<file path="config.mk">
export PLATFORM = sky130hd
export DESIGN_NAME = ahfp_f2x_scheduler
export DESIGN_NICKNAME = d
export VERILOG_FILES = /design/src/rtl/ahfp_pkg.sv /design/src/rtl/ahfp_float_2_fixed.sv /design/src/rtl/ahfp_rr_arbiter.sv /design/src/rtl/ahfp_f2x_scheduler.sv
export SDC_FILE = /design/constraint.sdc
export NUM_CORES = 1
export LEC_CHECK = 0
export CAP_MARGIN = 20
export CORE_MARGIN = 10
export CORE_UTILIZATION = 35
export CTS_BUF_LIST = sky130_fd_sc_hd__clkbuf_4
export DETAILED_ROUTE_END_ITERATION = 6
export PLACE_DENSITY = 0.54
export SYNTH_ARGS = -nofsm -noshare
export SYNTH_HDL_FRONTEND = slang
export SYNTH_SLANG_ARGS = --single-unit
</file>
<file path="constraint.sdc">
create_clock -name clk -period 11.35 [get_ports clk]
set_input_delay 1.135 -clock clk [delete_from_list [all_inputs] [get_ports clk]]
set_output_delay 1.135 -clock clk [all_outputs]
set_load 0.02 [all_outputs]
</file>
<file path="src/rtl/ahfp_pkg.sv">
// Shared constants and types for the AHFP float-to-fixed datapath.
package ahfp_pkg;

    localparam int unsigned AHFP_W        = 32;
    localparam int unsigned AHFP_FIX_FRAC = 29;
    localparam int unsigned AHFP_MAX_REQ  = 8;

    typedef logic [AHFP_W-1:0] ahfp_word_t;

endpackage

</file>
<file path="src/rtl/ahfp_float_2_fixed.sv">
// Combinational IEEE-754 single to signed Q3.29 converter.
// Truncates toward zero, flushes denormals to zero, saturates |x| >= 4 (and Inf/NaN) by sign.
module ahfp_float_2_fixed
    import ahfp_pkg::*;
(
    input  ahfp_word_t operand,
    output ahfp_word_t result
);

    // Biased exponent at which the 24-bit significand needs no shift to land in Q3.29.
    localparam logic [7:0] ZERO_SHIFT_EXP = 8'(127 + 23 - AHFP_FIX_FRAC);

    logic        sign;
    logic [7:0]  expo;
    logic [23:0] mant;
    logic [7:0]  rsh;
    logic [30:0] mag;

    always_comb begin
        sign   = operand[31];
        expo   = operand[30:23];
        mant   = {1'b1, operand[22:0]};
        rsh    = '0;
        mag    = '0;
        result = '0;
        if (expo == 8'd0) begin
            result = '0;
        end else if (expo >= ZERO_SHIFT_EXP + 8'd8) begin
            result = sign ? 32'h8000_0000 : 32'h7fff_ffff;
        end else begin
            if (expo >= ZERO_SHIFT_EXP) begin
                mag = {7'd0, mant} << (expo - ZERO_SHIFT_EXP);
            end else begin
                rsh = ZERO_SHIFT_EXP - expo;
                mag = (rsh >= 8'd24) ? '0 : ({7'd0, mant} >> rsh);
            end
            result = sign ? -{1'b0, mag} : {1'b0, mag};
        end
    end

endmodule

</file>
<file path="src/rtl/ahfp_rr_arbiter.sv">
// Combinational round-robin arbiter; search starts at ptr, grant is gated by advance.
module ahfp_rr_arbiter #(
    parameter int unsigned  NUM_REQ = 4,
    localparam int unsigned ID_W    = $clog2(NUM_REQ)
) (
    input  logic [NUM_REQ-1:0] req,
    input  logic [ID_W-1:0]    ptr,
    input  logic               advance,
    output logic [NUM_REQ-1:0] grant,
    output logic [ID_W-1:0]    grant_idx
);

    logic        found;
    int unsigned cand;

    always_comb begin
        grant     = '0;
        grant_idx = ptr;
        found     = 1'b0;
        cand      = 0;
        for (int unsigned i = 0; i < NUM_REQ; i++) begin
            cand = 32'(ptr) + i;
            if (cand >= NUM_REQ) begin
                cand = cand - NUM_REQ;
            end
            if (!found && req[ID_W'(cand)]) begin
                found     = 1'b1;
                grant_idx = ID_W'(cand);
            end
        end
        grant[grant_idx] = found & advance;
    end

endmodule

</file>
<file path="src/rtl/ahfp_f2x_scheduler.sv">
// Shares one float-to-fixed converter among NUM_REQ requesters through a
// round-robin arbiter and a two-stage valid/ready pipeline.
module ahfp_f2x_scheduler
    import ahfp_pkg::*;
#(
    parameter int unsigned  NUM_REQ = 4,
    localparam int unsigned ID_W    = $clog2(NUM_REQ)
) (
    input  logic                      clk,
    input  logic                      reset_n,
    input  logic [NUM_REQ-1:0]        req_valid,
    input  logic [AHFP_W*NUM_REQ-1:0] req_data,
    output logic [NUM_REQ-1:0]        req_ready,
    output logic                      resp_valid,
    input  logic                      resp_ready,
    output ahfp_word_t                resp_data,
    output logic [ID_W-1:0]           resp_id,
    output logic                      busy
);

    logic            s1_valid, s2_valid;
    ahfp_word_t      s1_data, s2_data, conv_data;
    logic [ID_W-1:0] s1_id, s2_id, rr_ptr, grant_idx;
    logic            s1_en, s2_en, accept;

    assign s2_en = !s2_valid | resp_ready;
    assign s1_en = !s1_valid | s2_en;

    // Gating with reset_n keeps req_ready low for the whole reset cycle.
    ahfp_rr_arbiter #(
        .NUM_REQ(NUM_REQ)
    ) u_arb (
        .req      (req_valid),
        .ptr      (rr_ptr),
        .advance  (s1_en & reset_n),
        .grant    (req_ready),
        .grant_idx(grant_idx)
    );

    assign accept = |req_ready;

    ahfp_float_2_fixed u_conv (
        .operand(s1_data),
        .result (conv_data)
    );

    always_ff @(posedge clk) begin
        if (!reset_n) begin
            s1_valid <= 1'b0;
            s1_data  <= '0;
            s1_id    <= '0;
            s2_valid <= 1'b0;
            s2_data  <= '0;
            s2_id    <= '0;
            rr_ptr   <= '0;
        end else begin
            if (s1_en) begin
                s1_valid <= accept;
                if (accept) begin
                    s1_data <= req_data[{grant_idx, 5'd0} +: AHFP_W];
                    s1_id   <= grant_idx;
                end
            end
            if (s2_en) begin
                s2_valid <= s1_valid;
                s2_data  <= conv_data;
                s2_id    <= s1_id;
            end
            if (accept) begin
                rr_ptr <= (grant_idx == ID_W'(NUM_REQ - 1)) ? '0 : grant_idx + 1'b1;
            end
        end
    end

    assign resp_valid = s2_valid;
    assign resp_data  = s2_data;
    assign resp_id    = s2_id;
    assign busy       = s1_valid | s2_valid;

endmodule

</file>
==> run_results.csv, run 1 <==
group,metric,value,unit
worst_setup_path,crit_fanout,37,
timing,period_share,48.07,%
clock_network,clk_transition_reported_paths,0.15,ns
cells_and_area,layout-drive-gt1-share,12.00,%
worst_setup_path,cp-endpoint,"resp_data[28]",
grt,met2_usage,33.58,%
clock_network,cts_tree,"done",
synth,syn-instance-count,1189,
floorplanning,start_util,35.39,%
floorplanning,core,25040,sq um
pwr,p_leak,0.003974,uW
synth,syn-num-nets,1334,
run_status,status,"complete, no violations",
floorplanning,dieArea,32080,sq um
synth,async_flop_share,0,%
synth,syn_area_per_cell,7.452,sq um
worst_setup_path,rrSetupSlack,5.89,ns
timing,worst_slew_pin_slew,1.198,ns
synth,ys.warnings.count,0,
grt,grtUsageMet3,5.981,%
routing,drt-wirelength-per-cell,21.97,um
routing,dr.pass1.iters,6,
timing,drv_slew,0,
worst_setup_path,cpMaxStageDelayCell,"a211o_1",
floorplanning,die_w,179.1,um
place,dpl.cell_count,1606,
timing,fmax,0.1833,GHz
clock_network,post-cts-setup-buffers,0,
synth,synth-edff-count,0,
pwr,vdd_ir_drop_max,0.1594,mV
grt,first_global_vias,9273,
pwr,p_sw_share,57.58,%
timing,period_minus_slack,5.456,ns
clock_network,cts.sinks,72,
synth,syn_area,8861,sq um
cells_and_area,fin_nets,1432,
worst_setup_path,reg2reg_from,"s1_data[23]",
place,gp_congestion,0.9787,
timing,rsz0062_at_grt,"no",
grt,grt_remaining_overflow,0,
pwr,seqPwrFrac,16.1,%
grt,grt_use_total,21.46,%
clock_network,cts_root_buffer,"clkbuf_4",
worst_setup_path,r2r_end,"resp_data[28]",
grt,antenna_found_initial,2,
synth,yosysUniqueCellTypes,106,
timing,skew,0.03293,ns
routing,drcViolationCount,0,
clock_network,post_cts_resized,0,
clock_network,cts_made_buffers,9,
pwr,power_density,304.1,nW/um^2
grt,grt_max_degree,67,
timing,whs,0.4660,ns
floorplanning,row_count,58,
place,hpwl,27000,um
synth,synth_seq_cells,72,
pwr,p_total,3308,uW
cells_and_area,syn_to_final_growth,22.75,%
min_path,hold_start,"resp_data[16]",
synth,synth_flop_cell,"dfxtp_1",
worst_setup_path,crit_required,11.72,ns
pwr,internal_power,1403,uW
timing,setup_violations,0,
run,max_cap_viol_count,0,
pwr,p_clk_share,5.4,%
min_path,min_path_cells,2,
routing,ant_nets,0,
synth,yosysSeqAreaShare,16.27,%
timing,finalHoldViolations,0,
routing,drtIter0Drc,964,
worst_setup_path,crit_chain,"inv_2 -> ha_1 -> and2b_1 -> o21a_1 -> a211o_1 -> nor4_1 -> a211oi_1 -> ha_1 -> nand3b_4 -> nor4_4 -> nor4b_2 -> a311oi_1 -> a2111oi_0",
cells_and_area,fin_cells,1623,
timing,relSlewSlack,19.63,%
min_path,hold_class,"reg2reg",
worst_setup_path,cp-end-kind,"register",
clock_network,h-tree-depth,3,
worst_setup_path,worst_path_most_repeated_cell,"ha_1",
worst_setup_path,start_kind,"register",
worst_setup_path,ff2ff_path_depth,13,
grt,grt_pass1_wl,54690,um
worst_setup_path,critical-path-max-stage-delay,0.63,ns
cells_and_area,n_fill_cell,2618,
floorplanning,die_y,179.1,um
timing,setup_tns,0,ns
routing,routed_wl,35650,um
place,port_buffers,174,
clock_network,clockBufferDepth,2,
grt,met1_usage,28.08,%
worst_setup_path,cp-startpoint,"s1_data[23]",
routing,num_vias,9795,
grt,busiest_layer,"met2",
clock_network,cts_hold_buf,0,
clock_network,clock_latency,0.49,ns
pwr,switching_power,1905,uW
routing,routed_via_density,6.035,
floorplanning,io_pins,175,
worst_setup_path,setup.worst_path.class,"reg2reg",
worst_setup_path,arrival,5.83,ns
pwr,p_comb_share,78.5,%
==> power groups by stage <==
stage               clock, uW  combinational, uW  sequential, uW
finish                    179               2600             534
global route              192               2800             545
CTS                       185               2560             525
global placement            0               2540             530
floorplan                   0               1900             445
detailed placement          0               2540             531
==> synth_stat cells (9+ instances only) <==
library cell | instances | area [sq um]
nor4_1 | 10 | 62.56
xnor2_1 | 11 | 96.34
nor2b_1 | 9 | 56.30
o211ai_1 | 9 | 67.56
a211oi_1 | 18 | 135.1
clkbuf_1 | 62 | 232.7
inv_1 | 16 | 60.06
nand4_1 | 11 | 68.82
mux2_2 | 26 | 292.8
o31ai_1 | 15 | 112.6
mux2i_1 | 55 | 550.5
and2_1 | 9 | 56.30
a311oi_1 | 37 | 324.1
ha_1 | 10 | 125.1
mux4_2 | 32 | 720.7
buf_1 | 9 | 33.78
dfxtp_1 | 72 | 1441
o21ai_0 | 39 | 195.2
a21oi_1 | 81 | 405.4
nand3_1 | 32 | 160.2
and3_1 | 47 | 294.0
nor3_1 | 29 | 145.1
a31oi_1 | 13 | 81.33
nand2_1 | 221 | 829.6
nor2_1 | 104 | 390.4
buf_2 | 29 | 145.1
==> critical path, delay by kind of cell (launching register included) <==
kind            cells  cell delay [ns]
compound gates      5             1.98
fa+ha+maj           2             0.81
buf+inv             1             0.59
flops               1             0.34
simple gates        5             1.64
==> stage by stage <==
stage / instance area [sq um] / util, % / setup slack (ns)
3_3_place_gp: 10730 / 42.86 / 6.114
4_1_cts: 10870 / 43.43 / 5.974
3_5_place_dp: 10730 / 42.86 / 6.004
2_1_floorplan: 8861 / - / 6.491
6_report: 10880 / 43.44 / 5.894
5_1_grt: 10880 / 43.44 / 5.453
==> logic make-up after synthesis <==
| group | share of synthesized area [%] |
|---|---|
| compound gates | 25.88 |
| xor+xnor | 2.725 |
| fa+ha+maj | 1.412 |
| buf+inv | 6.636 |
| flops | 16.27 |
| mux | 18.24 |
| simple gates | 28.83 |
==> layout by cell type (no fill, tap or decap), drive strengths merged, types with 14 or more instances in the layout <==
master           n
and3            48
buf             24
o21ai           41
a21oi           82
a211oi          21
a311oi          37
clkdlybuf4s50  174
mux2i           55
nor2           106
xnor2           14
nor3            31
dfxtp           72
nand3           33
o31ai           15
inv             19
nand2          222
mux4            34
nor4            15
mux2            26
==> state kept, by name, summed over array words and instances (netlist names) <==
signal and cells:
s1_id 2, resp_valid 1, s1_valid 1, resp_data 32
rr_ptr 2, s1_data 32, resp_id 2
==> metal layers <==
layer | up-vias | share of wire [%] | wire [um]
met5 | - | 0.036 | 13
li1 | 4650 | - | -
met1 | 4639 | 44 | 15520
met3 | 65 | 9.6 | 3432
met4 | 2 | 2.6 | 913
met2 | 439 | 44 | 15780
==> worst min path at each step <==
stage | endpoint | slack, ns
floorplan | s1_valid | 0.45
global placement | resp_data[31] | 0.44
detailed placement | resp_data[2] | 0.45
CTS | resp_data[2] | 0.47
global route | resp_data[11] | 0.49
finish | resp_data[16] | 0.47
==> layout make-up <==
class                      count  area [sq um]  area share (%)
sequential                    72          1444           13.27
antenna                        1         2.502         0.02301
clock buffer                  10         75.07          0.6902
timing repair buffer         198          1922           17.67
multi-input combinational    987          6880           63.26
tap                          330         412.9           3.796
inverter                      19         71.32          0.6557
clock inverter                 6         68.82          0.6327
No activity file was read; power rests on OpenSTA's default activity.
==> inputs of run 2 (changes only) <==
- clock period: 11.35 -> 5.6 ns (I/O delays scaled with it)
==> run 2 against run 1 <==
Routed wire length decreased by 0.20%; critical endpoint is now resp_data[26]; highest routed layer is now met4; first-iteration DRC count decreased by 14%; sequential share of layout area about the same.
==> run_results.csv, run 2 (same netlist as run 1, synthesis figures left out) <==
group,metric,value,unit
routing,routed_wl,35580,um
place,port_buffers,174,
clock_network,cts_root_buffer,"clkbuf_4",
timing,skew,0.03954,ns
grt,grt_pass1_wl,55500,um
grt,grt_remaining_overflow,0,
floorplanning,start_util,35.39,%
worst_setup_path,cpMaxStageDelayCell,"xnor2_2",
worst_setup_path,start_kind,"register",
clock_network,clk_transition_reported_paths,0.13,ns
pwr,vdd_ir_drop_max,0.3211,mV
timing,setup_violations,0,
worst_setup_path,crit_chain,"inv_1 -> ha_1 -> a21boi_4 -> xnor2_2 -> or4_1 -> nor3_1 -> o31ai_1 -> nand3_2 -> or3_4 -> or4b_4 -> or4b_1 -> o211ai_1",
timing,setup_tns,0,ns
routing,dr.pass1.iters,5,
place,gp_congestion,1.010,
run,max_cap_viol_count,0,
timing,worst_slew_pin_slew,1.110,ns
routing,routed-wl-met2,15440,um
worst_setup_path,crit_required,5.99,ns
worst_setup_path,arrival,5.37,ns
routing,ant_nets,0,
cells_and_area,layout-drive-gt1-share,12.19,%
clock_network,post_cts_resized,0,
worst_setup_path,crit_buf_inv,1,
cells_and_area,n_fill_cell,2629,
routing,drtIter0Drc,831,
floorplanning,io_pins,175,
timing,period_share,89.01,%
timing,finalHoldViolations,0,
floorplanning,core,25040,sq um
floorplanning,dieArea,32080,sq um
worst_setup_path,cp-end-kind,"register",
clock_network,cts_hold_buf,0,
cells_and_area,syn_to_final_growth,22.78,%
pwr,power_density,612.3,nW/um^2
cells_and_area,layout_commonest_cell,"nand2_1",
grt,first_global_vias,9621,
worst_setup_path,critical-path-max-stage-delay,0.74,ns
worst_setup_path,cp_top_family,"simple AND/OR/NAND/NOR gates",
run_status,status,"complete, no violations",
min_path,hold_class,"reg2reg",
grt,grt_use_total,21.67,%
grt,grt_max_degree,67,
place,dp_slack,0.6438,ns
clock_network,clockBufferDepth,2,
floorplanning,die_w,179.1,um
place,hpwl,27230,um
timing,relSlewSlack,25.53,%
pwr,p_leak,0.003982,uW
routing,wirelength_met1,14990,um
timing,drv_slew,0,
worst_setup_path,crit_fanout,18,
routing,drt-wirelength-per-cell,21.84,um
clock_network,cts.sinks,72,
routing,routed_via_density,6.077,
clock_network,cts_tree,"done",
timing,worst_slack,0.6155,ns
worst_setup_path,setup.worst_path.class,"reg2reg",
routing,num_vias,9900,
clock_network,clock_latency,0.48,ns
clock_network,cts_made_buffers,9,
cells_and_area,most-common-layout-cells,"nand2_1, clkdlybuf4s50_1, nor2_1",
routing,top_layer,"met4",
worst_setup_path,rrSetupSlack,0.62,ns
cells_and_area,fin_nets,1437,
routing,met3_length,3870,um
timing,fmax,0.2006,GHz
clock_network,h-tree-depth,3,
clock_network,post-cts-setup-buffers,0,
timing,rsz0062_at_grt,"no",
cells_and_area,postLayoutCoreUtil,43.45,%
grt,antenna_found_initial,1,
floorplanning,row_count,58,
floorplanning,die_y,179.1,um
routing,drcViolationCount,0,
timing,period_minus_slack,4.984,ns
run 2: metal layers:
layer	GRT usage, %	up-vias
li1	-	4664
met1	27.68	4620
met2	33.19	530
met3	7.140	86
met4	8.268	0
met5	0	-
run 2: path summary, 6_finish.rpt:
kind / depth (start not counted) / startpoint / to
worst min register to register: 2 / resp_data[16] / resp_data[16]
worst min-delay path: 2 / resp_data[16] / resp_data[16]
worst max-delay path: 12 / s1_data[25] / resp_data[26]
worst max register to register: 12 / s1_data[25] / resp_data[26]
run 2: worst min-delay path, stage by stage (launching register included):
cell,delay [ns]
dfxtp_1,0.33
nand2_1,0.05
a21oi_1,0.05
run 2: final cells by class:
type | count | area (sq um) | area share (%)
tap | 330 | 412.9 | 3.795
sequential | 72 | 1444 | 13.27
antenna | 3 | 7.507 | 0.06901
clock inverter | 6 | 36.28 | 0.3335
multi-input combinational | 987 | 6880 | 63.24
inverter | 19 | 71.32 | 0.6555
timing repair buffer | 203 | 1959 | 18.01
clock buffer | 9 | 67.56 | 0.6210
run 2: per-stage QoR:
step                      cells  instance area (sq um)  total power [uW]  hold slack (ns)
after global placement     1611                  10770              6277           0.4426
after CTS                  1626                  10870              6562           0.4627
after floorplan            1189                   8861              4758           0.4529
final                      1629                  10880              6662           0.4575
after detailed placement   1611                  10770              6241           0.4440
after global routing       1627                  10870              7146           0.4854
run 2: power by group:
group,internal [uW],total [uW],leakage [uW],switching (uW)
Clock,87.5,305,0.0000634,217
Combinational,2020,5280,0.00333,3260
Sequential,692,1080,0.000589,386
Total,2800,6660,0.00398,3860
